--- src/rtl/ser_frame_tx_if.sv ---
`default_nettype none
// ============================================================================
// Module      : ser_frame_tx_if
// Description : Parallel-word handshake and serial-line status bundle for
//               the serial frame transmitter.
// Revision    : 1.0 - initial release
// ============================================================================
interface ser_frame_tx_if #(
  parameter int N = 8
);
  logic [N-1:0] din;
  logic         din_valid;
  logic         din_ready;
  logic         sout;
  logic         busy;
  logic         done;

  // Word source / line observer side
  modport master (
    output din,
    output din_valid,
    input  din_ready,
    input  sout,
    input  busy,
    input  done
  );

  // Transmitter side
  modport slave (
    input  din,
    input  din_valid,
    output din_ready,
    output sout,
    output busy,
    output done
  );
endinterface
`default_nettype wire

--- src/rtl/ser_frame_tx.sv ---
`default_nettype none
// ============================================================================
// Module      : ser_frame_tx
// Description : Serialises an N-bit word as start(0), N data bits LSB-first,
//               stop(1); every bit is held for DIV clocks.
// Revision    : 1.0 - initial release
// ============================================================================
module ser_frame_tx #(
  parameter int N   = 8,
  parameter int DIV = 4
) (
  input  logic          clk,
  input  logic          reset,
  ser_frame_tx_if.slave bus
);

  // A baud counter must exist even when DIV=1, so its width never drops to 0.
  localparam int c_BAUD_W = (DIV > 1) ? $clog2(DIV) : 1;
  localparam int c_BIT_W  = $clog2(N);
  localparam logic [c_BAUD_W-1:0] c_BAUD_LAST = c_BAUD_W'(DIV - 1);
  localparam logic [c_BIT_W-1:0]  c_BIT_LAST  = c_BIT_W'(N - 1);

  typedef enum logic [1:0] {
    S_IDLE  = 2'd0,
    S_START = 2'd1,
    S_DATA  = 2'd2,
    S_STOP  = 2'd3
  } state_t;

  state_t              r_state;
  logic [c_BAUD_W-1:0] r_baud;
  logic [c_BIT_W-1:0]  r_bit;
  logic [N-1:0]        r_buf;
  logic                r_sout;
  logic                r_done;

  state_t              w_state_nxt;
  logic [c_BAUD_W-1:0] w_baud_nxt;
  logic [c_BIT_W-1:0]  w_bit_nxt;
  logic [N-1:0]        w_buf_nxt;
  logic                w_sout_nxt;
  logic                w_done_nxt;
  logic                w_bit_end;

  // Last clock of the current bit period.
  assign w_bit_end = (r_baud == c_BAUD_LAST);

  // Next-state, counter and buffer logic; the line level is derived from the
  // state being entered so that sout is registered yet aligned with the state.
  always_comb begin
    w_state_nxt = r_state;
    w_baud_nxt  = r_baud;
    w_bit_nxt   = r_bit;
    w_buf_nxt   = r_buf;
    w_done_nxt  = 1'b0;
    w_sout_nxt  = 1'b1;

    case (r_state)
      S_IDLE: begin
        if (bus.din_valid) begin
          w_buf_nxt   = bus.din;
          w_baud_nxt  = '0;
          w_bit_nxt   = '0;
          w_state_nxt = S_START;
        end
      end
      S_START: begin
        if (w_bit_end) begin
          w_baud_nxt  = '0;
          w_bit_nxt   = '0;
          w_state_nxt = S_DATA;
        end else begin
          w_baud_nxt = r_baud + c_BAUD_W'(1);
        end
      end
      S_DATA: begin
        if (w_bit_end) begin
          w_baud_nxt = '0;
          w_buf_nxt  = {1'b0, r_buf[N-1:1]};
          if (r_bit == c_BIT_LAST) begin
            w_bit_nxt   = '0;
            w_state_nxt = S_STOP;
          end else begin
            w_bit_nxt = r_bit + c_BIT_W'(1);
          end
        end else begin
          w_baud_nxt = r_baud + c_BAUD_W'(1);
        end
      end
      S_STOP: begin
        if (w_bit_end) begin
          w_baud_nxt  = '0;
          w_done_nxt  = 1'b1;
          w_state_nxt = S_IDLE;
        end else begin
          w_baud_nxt = r_baud + c_BAUD_W'(1);
        end
      end
      default: begin
        w_state_nxt = S_IDLE;
      end
    endcase

    case (w_state_nxt)
      S_START: w_sout_nxt = 1'b0;
      S_DATA:  w_sout_nxt = w_buf_nxt[0];
      default: w_sout_nxt = 1'b1;
    endcase
  end

  // State and datapath registers; reset abandons any frame without a done.
  always_ff @(posedge clk) begin
    if (reset) begin
      r_state <= S_IDLE;
      r_baud  <= '0;
      r_bit   <= '0;
      r_buf   <= '0;
      r_sout  <= 1'b1;
      r_done  <= 1'b0;
    end else begin
      r_state <= w_state_nxt;
      r_baud  <= w_baud_nxt;
      r_bit   <= w_bit_nxt;
      r_buf   <= w_buf_nxt;
      r_sout  <= w_sout_nxt;
      r_done  <= w_done_nxt;
    end
  end

  assign bus.din_ready = (r_state == S_IDLE);
  assign bus.busy      = (r_state != S_IDLE);
  assign bus.sout      = r_sout;
  assign bus.done      = r_done;

endmodule
`default_nettype wire

--- src/flat_wrapper.sv ---
// flat-port wrapper written by rule: the top's interface ports become plain ports
module ser_frame_tx_flat 
#(
  parameter int N   = 8,
  parameter int DIV = 4
)
  (clk, reset, bus_din, bus_din_valid, bus_din_ready, bus_sout, bus_busy, bus_done);
  ser_frame_tx_if #(.N(N)) bus_i ();
  input  logic clk;
  input  logic reset;
  input wire logic [$bits(bus_i.din)-1:0] bus_din;
  input wire logic [$bits(bus_i.din_valid)-1:0] bus_din_valid;
  output wire logic [$bits(bus_i.din_ready)-1:0] bus_din_ready;
  output wire logic [$bits(bus_i.sout)-1:0] bus_sout;
  output wire logic [$bits(bus_i.busy)-1:0] bus_busy;
  output wire logic [$bits(bus_i.done)-1:0] bus_done;
  assign bus_i.din = bus_din;
  assign bus_i.din_valid = bus_din_valid;
  assign bus_din_ready = bus_i.din_ready;
  assign bus_sout = bus_i.sout;
  assign bus_busy = bus_i.busy;
  assign bus_done = bus_i.done;
  ser_frame_tx #(.N(N), .DIV(DIV)) u_core (.clk(clk), .reset(reset), .bus(bus_i));
endmodule
--- config.mk ---
export PLATFORM = sky130hd
export DESIGN_NAME = ser_frame_tx_flat
export DESIGN_NICKNAME = d
export VERILOG_FILES = /design/src/rtl/ser_frame_tx_if.sv /design/src/rtl/ser_frame_tx.sv /design/src/flat_wrapper.sv
export SDC_FILE = /design/constraint.sdc
export NUM_CORES = 1
export LEC_CHECK = 0
export ABC_AREA = 1
export CORE_MARGIN = 3
export CORE_UTILIZATION = 54
export DETAILED_ROUTE_END_ITERATION = 16
export GPL_TIMING_DRIVEN = 0
export PLACE_DENSITY_LB_ADDON = 0.2
export SETUP_SLACK_MARGIN = 0.4
export SYNTH_ARGS = -nofsm -noshare
export SYNTH_HDL_FRONTEND = slang
export SYNTH_SLANG_ARGS = --single-unit
--- constraint.sdc ---
create_clock -name clk -period 2.1 [get_ports clk]
set_input_delay 0.525 -clock clk [delete_from_list [all_inputs] [get_ports clk]]
set_output_delay 0.525 -clock clk [all_outputs]
set_load 0.02 [all_outputs]
==> results of run 1 <==
layer usage:
layer  share of wire (%)  global-route usage [%]  vias up
li1                    -                       -      445
met1                  44                    27.4      373
met5                   0                       0        -
met3                 8.4                    4.74        3
met2                  46                    35.7       36
met4                 1.2                    6.82        0
metrics by stage:
step | hold slack, ps | utilization [%]
after global placement | 447 | 73.2
after CTS | 473 | 75.2
after global routing | 496 | 76.6
final | 468 | 76.6
after detailed placement | 458 | 73.2
after floorplan | 439 | -
where the power goes:
group	switching, uW	internal [uW]
Combinational	69.7	63.0
Clock	101	74.0
Sequential	10.9	343
state kept, by name (all words and copies together) (netlist names):
signal	count
u_core.bus.sout	1
u_core.r_bit	3
u_core.r_baud	2
u_core.bus.done	1
u_core.r_state	2
u_core.r_buf	8
final cells by class:
class                           instances  area [um^2]
Inverter                               12         47.5
Tap cell                               15         18.8
Sequential cell                        17          342
Fill cell                             120          328
Buffer                                  4         25.0
Multi-Input combinational cell         90          452
Clock buffer                            4         26.3
Timing Repair Buffer                   18          160
cell families (layout without fill, tap and decap cells):
kind of cell / count (synthesis) / in the layout / synth area share (%)
AO/OA/AOI/OAI: 25 / 25 / 15.8
adder cells (fa/ha/maj): 3 / 3 / 4.34
buffers and inverters: 16 / 38 / 8.39
flip-flops: 17 / 17 / 39.4
AND/OR/NAND/NOR: 62 / 62 / 32.1
placed cells by master (no fill, tap or decap), types with 3 or more instances in the layout:
cell type / Yosys / routed
clkdlybuf4s50_1: 0 / 10
clkbuf_4: 0 / 3
nand2_1: 31 / 31
nor2_1: 16 / 16
a21oi_1: 17 / 17
nand3_1: 8 / 8
o21ai_0: 4 / 4
inv_1: 9 / 9
dfxtp_1: 17 / 16
buf_4: 0 / 5
ha_1: 3 / 3
how the worst max path moves through the flow:
stage,slack (ps),end,from
2_1_floorplan,780,bus_busy,u_core.r_state[0]
3_3_place_gp,320,bus_busy,u_core.r_state[1]
3_5_place_dp,310,bus_busy,u_core.r_state[1]
4_1_cts,420,bus_din_ready,u_core.r_state[0]
5_1_grt,410,bus_busy,u_core.r_state[0]
6_report,460,bus_busy,u_core.r_state[0]
tightest hold or removal path, stage by stage, from the launching register on:
cell	delay, ps
dfxtp_1	320
nand2_1	60
a21oi_1	50
repair_timing:
item,in CTS,in global routing
gates cloned,0,0
resized for setup,10,2
hold endpoints to repair,0,0
setup endpoints to repair,4,2
setup buffers,1,3
pin swaps,1,1
==> results by group, run 1 <==
Setup path
  • Biggest cell delay along the critical path: 320 ps
  • Reg2reg end: u_core.bus.sout
  • CP max stage cell: dfxtp_1
  • CP Cell Sequence: buf_6 -> nor2_4 -> inv_2 -> buf_4
  • WS Path Type: flop to output port
  • Worst R2R Setup Slack: 640 ps
  • WP depth: 4
  • Crit path buffers/inverters: 3
  • CP required: 1570 ps
  • Crit path launch type: flop
  • Worst path top cell family by delay: buffers and inverters
  • Crit path max fanout: 8
  • Reg2reg path depth: 8
  • Worst Path Arrival: 1110 ps
  • Critical R2R Launch: u_core.r_baud[0]
  • CP endpoint kind: output port

CTS
  • CTS H-tree depth: 1
  • Clock sinks: 17
  • Worst-path clk slew: 100 ps
  • Clock Latency Late Sink: 290 ps
  • CTS tree: done
  • Max clock buf depth: 2
  • Num CTS Buffers: 3
  • CTS Hold Bufs: 0
  • Clock root buffer: clkbuf_4

Placed design
  • Dpl ws: 305 ps
  • Dpl hpwl: 1380 um
  • Placed Instance Area: between 1000 and 1500 um^2
  • PortBufs: 14
  • Placed cells: about 150
  • RD Place Congestion: 0.830

Synth
  • Avg Cell Area, Syn: 7.03 um^2
  • Synth cell count leaders: 31 x nand2_1, 17 x a21oi_1, 17 x dfxtp_1
  • Most common cell in the netlist: nand2_1
  • Cell taking the most area after synthesis: dfxtp_1
  • Post-synthesis sequential area ratio: 39.4%
  • Mapped Nets: around 140
  • Synth cell types: 23
  • Post-Syn Instances: 123
  • Synthesized flop and latch total: 17
  • Share of the synthesized area in the top cell type: 39.4%
  • Ys Warns: 0
  • Asr flop ratio synth: 0%
  • Cell area after synthesis: about 860 um^2
  • Main synth FF type: dfxtp_1
  • Synth top area cells: dfxtp_1 39%, nand2_1 13%, a21oi_1 9.8%
  • Post-synth EDFFs: 0

STA
  • Final setup viols: 0
  • Clock Skew: just over 9 ps
  • Post-layout min period: roughly 1600 ps
  • Final Hold Fails: 0
  • TNS Setup: 0 ps
  • Setup ws final: 464 ps
  • Period utilization: 77.9%
  • Slew @ Worst Pin: 490 ps
  • Max Slew Vio Count: 0
  • Slew headroom: ~67%
  • RSZ-0062 raised after global routing: no
  • F_max: 611 MHz

Global route
  • Largest net degree at the start of global routing: 11
  • Global route overflow: 0
  • First-pass GRT wire length: 3310 um
  • Number of global-route vias before repair: 788
  • Overall routing resource usage: 21.6%
  • Initial antenna violation count: 0

Finish
  • Final Non-Filler Cells: 160
  • Antenna diode count: 0
  • Nets@finish: 160
  • Layout cell share with drive strength beyond 1: 14.5%
  • Area growth, synth to finish: 23.9%
  • Post-layout instance area: 1070 um^2

Detailed routing
  • Initial DRC Count: 27
  • Drt first pass iters: 4
  • Via Count: 857
  • DR DRC count: 0
  • Number of routed nets with antenna violations: 0
  • Routed vias/inst: about 5.4
  • Routed WL: 1910 um
  • Wire per inst: ~12 um

Job
  • Max cap viols: 0

Die
  • I/O pin total: 15
  • Area of the core: between 1000 and 1500 um^2
  • Rows: 13
  • Initial Util: around 62%
  • DIE AREA: ~2100 um^2
  • Die X: 46.0 um
  • Die Span Y: around 46 um

Min path
  • Hold path startpoint: u_core.r_buf[6]
  • Hold EP: u_core.r_buf[6]
  • Worst min path class: flop to flop
  • Hold depth: 2

Power
  • Max VDD drop: about 0.36 mV
  • Leak pwr: ~0.00048 uW
  • Pwr Density: ~600 nW/um^2
  • Total power: 662 uW

Run status
  • Status: finished, final reports clean
No activity file was read; power rests on OpenSTA's default activity.
==> run 2, diff against run 1 <==
Settings changed: CORE_UTILIZATION 54 to 50.
Clock period 2.1 ns to 1.7 ns, I/O delays scaled along.
==> run 2 against run 1 <==
Against the previous run:
- flip-flop and latch count stayed put
- clock-buffer cell count is 1 lower
- clock skew fell by 2.2 ps
- die area grew 6.9%
- utilization is 4.3 points higher
- combinational power up 57%
- largest power group unchanged
==> results by group, run 2 (same netlist as run 1, synthesis figures left out) <==
Placed design
  • Placed cells: 153
  • PortBufs: 14
  • RD Place Congestion: 0.822
  • Dpl hpwl: ~1300 um

CTS
  • Clock root buffer: clkbuf_4
  • CTS tree: done
  • Clock Latency Late Sink: 290 ps
  • CTS H-tree depth: 1
  • Clock sinks: 17
  • Num CTS Buffers: 3
  • Max clock buf depth: 2
  • Worst-path clk slew: 110 ps
  • CTS Hold Bufs: 0

Setup path
  • CP endpoint kind: output port
  • CP required: 1270 ps
  • Crit path max fanout: 4
  • Worst R2R Setup Slack: 420 ps
  • Reg2reg path depth: 8
  • Crit path launch type: flop
  • WS Path Type: flop to output port
  • Worst Path Arrival: 1080 ps
  • Critical R2R Launch: u_core.r_state[0]
  • Reg2reg end: u_core.bus.sout

STA
  • Final Hold Fails: 0
  • Clock Skew: 7.13 ps
  • Period utilization: 88.5%
  • Post-layout min period: approximately 1500 ps
  • Slew @ Worst Pin: 299 ps
  • F_max: 665 MHz
  • Final setup viols: 0
  • Hold slack: between 400 and 500 ps
  • Slew headroom: approximately four fifths
  • Max Slew Vio Count: 0
  • RSZ-0062 raised after global routing: yes
  • TNS Setup: 0 ps

Detailed routing
  • Drt first pass iters: 4
  • Via Count: 942
  • Initial DRC Count: 45
  • Number of routed nets with antenna violations: 0
  • Routed vias/inst: 5.67
  • DR DRC count: 0
  • Routed WL: 2400 um
  • Wire per inst: 14.4 um

Die
  • Initial Util: a little under three fifths
  • Die X: approximately 48 um
  • Rows: 14
  • Area of the core: 1560 um^2
  • I/O pin total: 15
  • DIE AREA: roughly 2300 um^2
  • Die Span Y: around 48 um

Finish
  • Largest registers: u_core.r_buf x8, u_core.r_bit x3
  • Fin util: 80.9%
  • Max reg flops: 8
  • Most common cell after layout, fill and taps aside: nand2_1
  • Antenna diode count: 0
  • Nets@finish: 165
  • Layout cell share with drive strength beyond 1: 35.3%
  • Final Non-Filler Cells: 166
  • Area growth, synth to finish: 45.9%
  • Largest reg by FF count: u_core.r_buf
  • Most frequent cells in the layout: 27 x nand2_1, 16 x a21oi_1, 13 x nor2_1, 11 x dfxtp_1

Min path
  • Hold path startpoint: u_core.r_buf[3]
  • Hold EP: u_core.r_buf[3]
  • Worst min path class: flop to flop
  • Hold depth: 2

Global route
  • Overall routing resource usage: roughly a fifth
  • Largest net degree at the start of global routing: 11
  • Global route overflow: 0
  • Initial antenna violation count: 0
  • Number of global-route vias before repair: 768
  • First-pass GRT wire length: 3320 um

Power
  • Leak pwr: 0.000563 uW
  • Pwr Density: 691 nW/um^2
  • Max VDD drop: 0.464 mV
  • Total power: 872 uW

Job
  • Max cap viols: 0

Run status
  • Status: finished, final reports clean
## run 2: changes by cell type in the layout (fill, tap and decap cells not counted), sizes merged
cell,change
buf,+8
clkbuf,-2
clkdlybuf4s50,-1
clkinv,+1
dlygate4sd2,-1
## run 2: routing by layer
| layer | part of all wire [%] | track usage [%] | routed length (um) | up-vias |
|---|---|---|---|---|
| li1 | - | - | - | 455 |
| met1 | 42 | 27.0 | 1000 | 431 |
| met2 | 48 | 32.9 | 1160 | 46 |
| met3 | 7.3 | 4.89 | 175 | 10 |
| met4 | 2.4 | 8.06 | 58 | 0 |
| met5 | 0 | 0 | 0 | - |
## run 2: critical path: stages (launching register included)
cell	delay [ps]
dfxtp_2	330
buf_6	110
nor2_4	150
inv_2	60
buf_6	130
## run 2: worst max path at each step
stage	end	cells after the start	start	slack [ps]
floorplan	u_core.bus.sout	9	u_core.r_baud[0]	430
global placement	bus_busy	3	u_core.r_state[1]	9
detailed placement	bus_busy	3	u_core.r_state[1]	-9
CTS	bus_busy	4	u_core.r_state[0]	170
global route	bus_busy	4	u_core.r_state[0]	150
finish	bus_busy	4	u_core.r_state[0]	200
## run 2: what timing repair did
item                       CTS  global route
gates resized for setup     35            30
pin swaps                    4             9
setup endpoints to repair   16            16
gates cloned                 1             0
setup buffers                4             4
## run 2: stage by stage
stage / area, um^2 / setup WS [ps]
after detailed placement: 1020 / -8.76
final: 1260 / 196
after global placement: 1020 / 9.21
after CTS: 1140 / 170
after floorplan: 865 / 427
after global routing: 1260 / 149
## run 2: layout make-up
cell class	count	area (um^2)
plain buffers	4	46.3
clock buffers	3	22.5
clock inverters	1	5.00
fillers	99	298
inverters	12	50.0
multi-input cells	90	552
flip-flops and latches	17	350
well taps	16	20.0
repair buffers	23	215
## run 2: report_power, final
part           total, uW  leakage [uW]  internal (uW)  switching (uW)
combinational        209      0.000403           98.2             111
clock                222     0.0000177           87.5             135
sequential           441      0.000142            424            16.5
total                872      0.000563            610             262
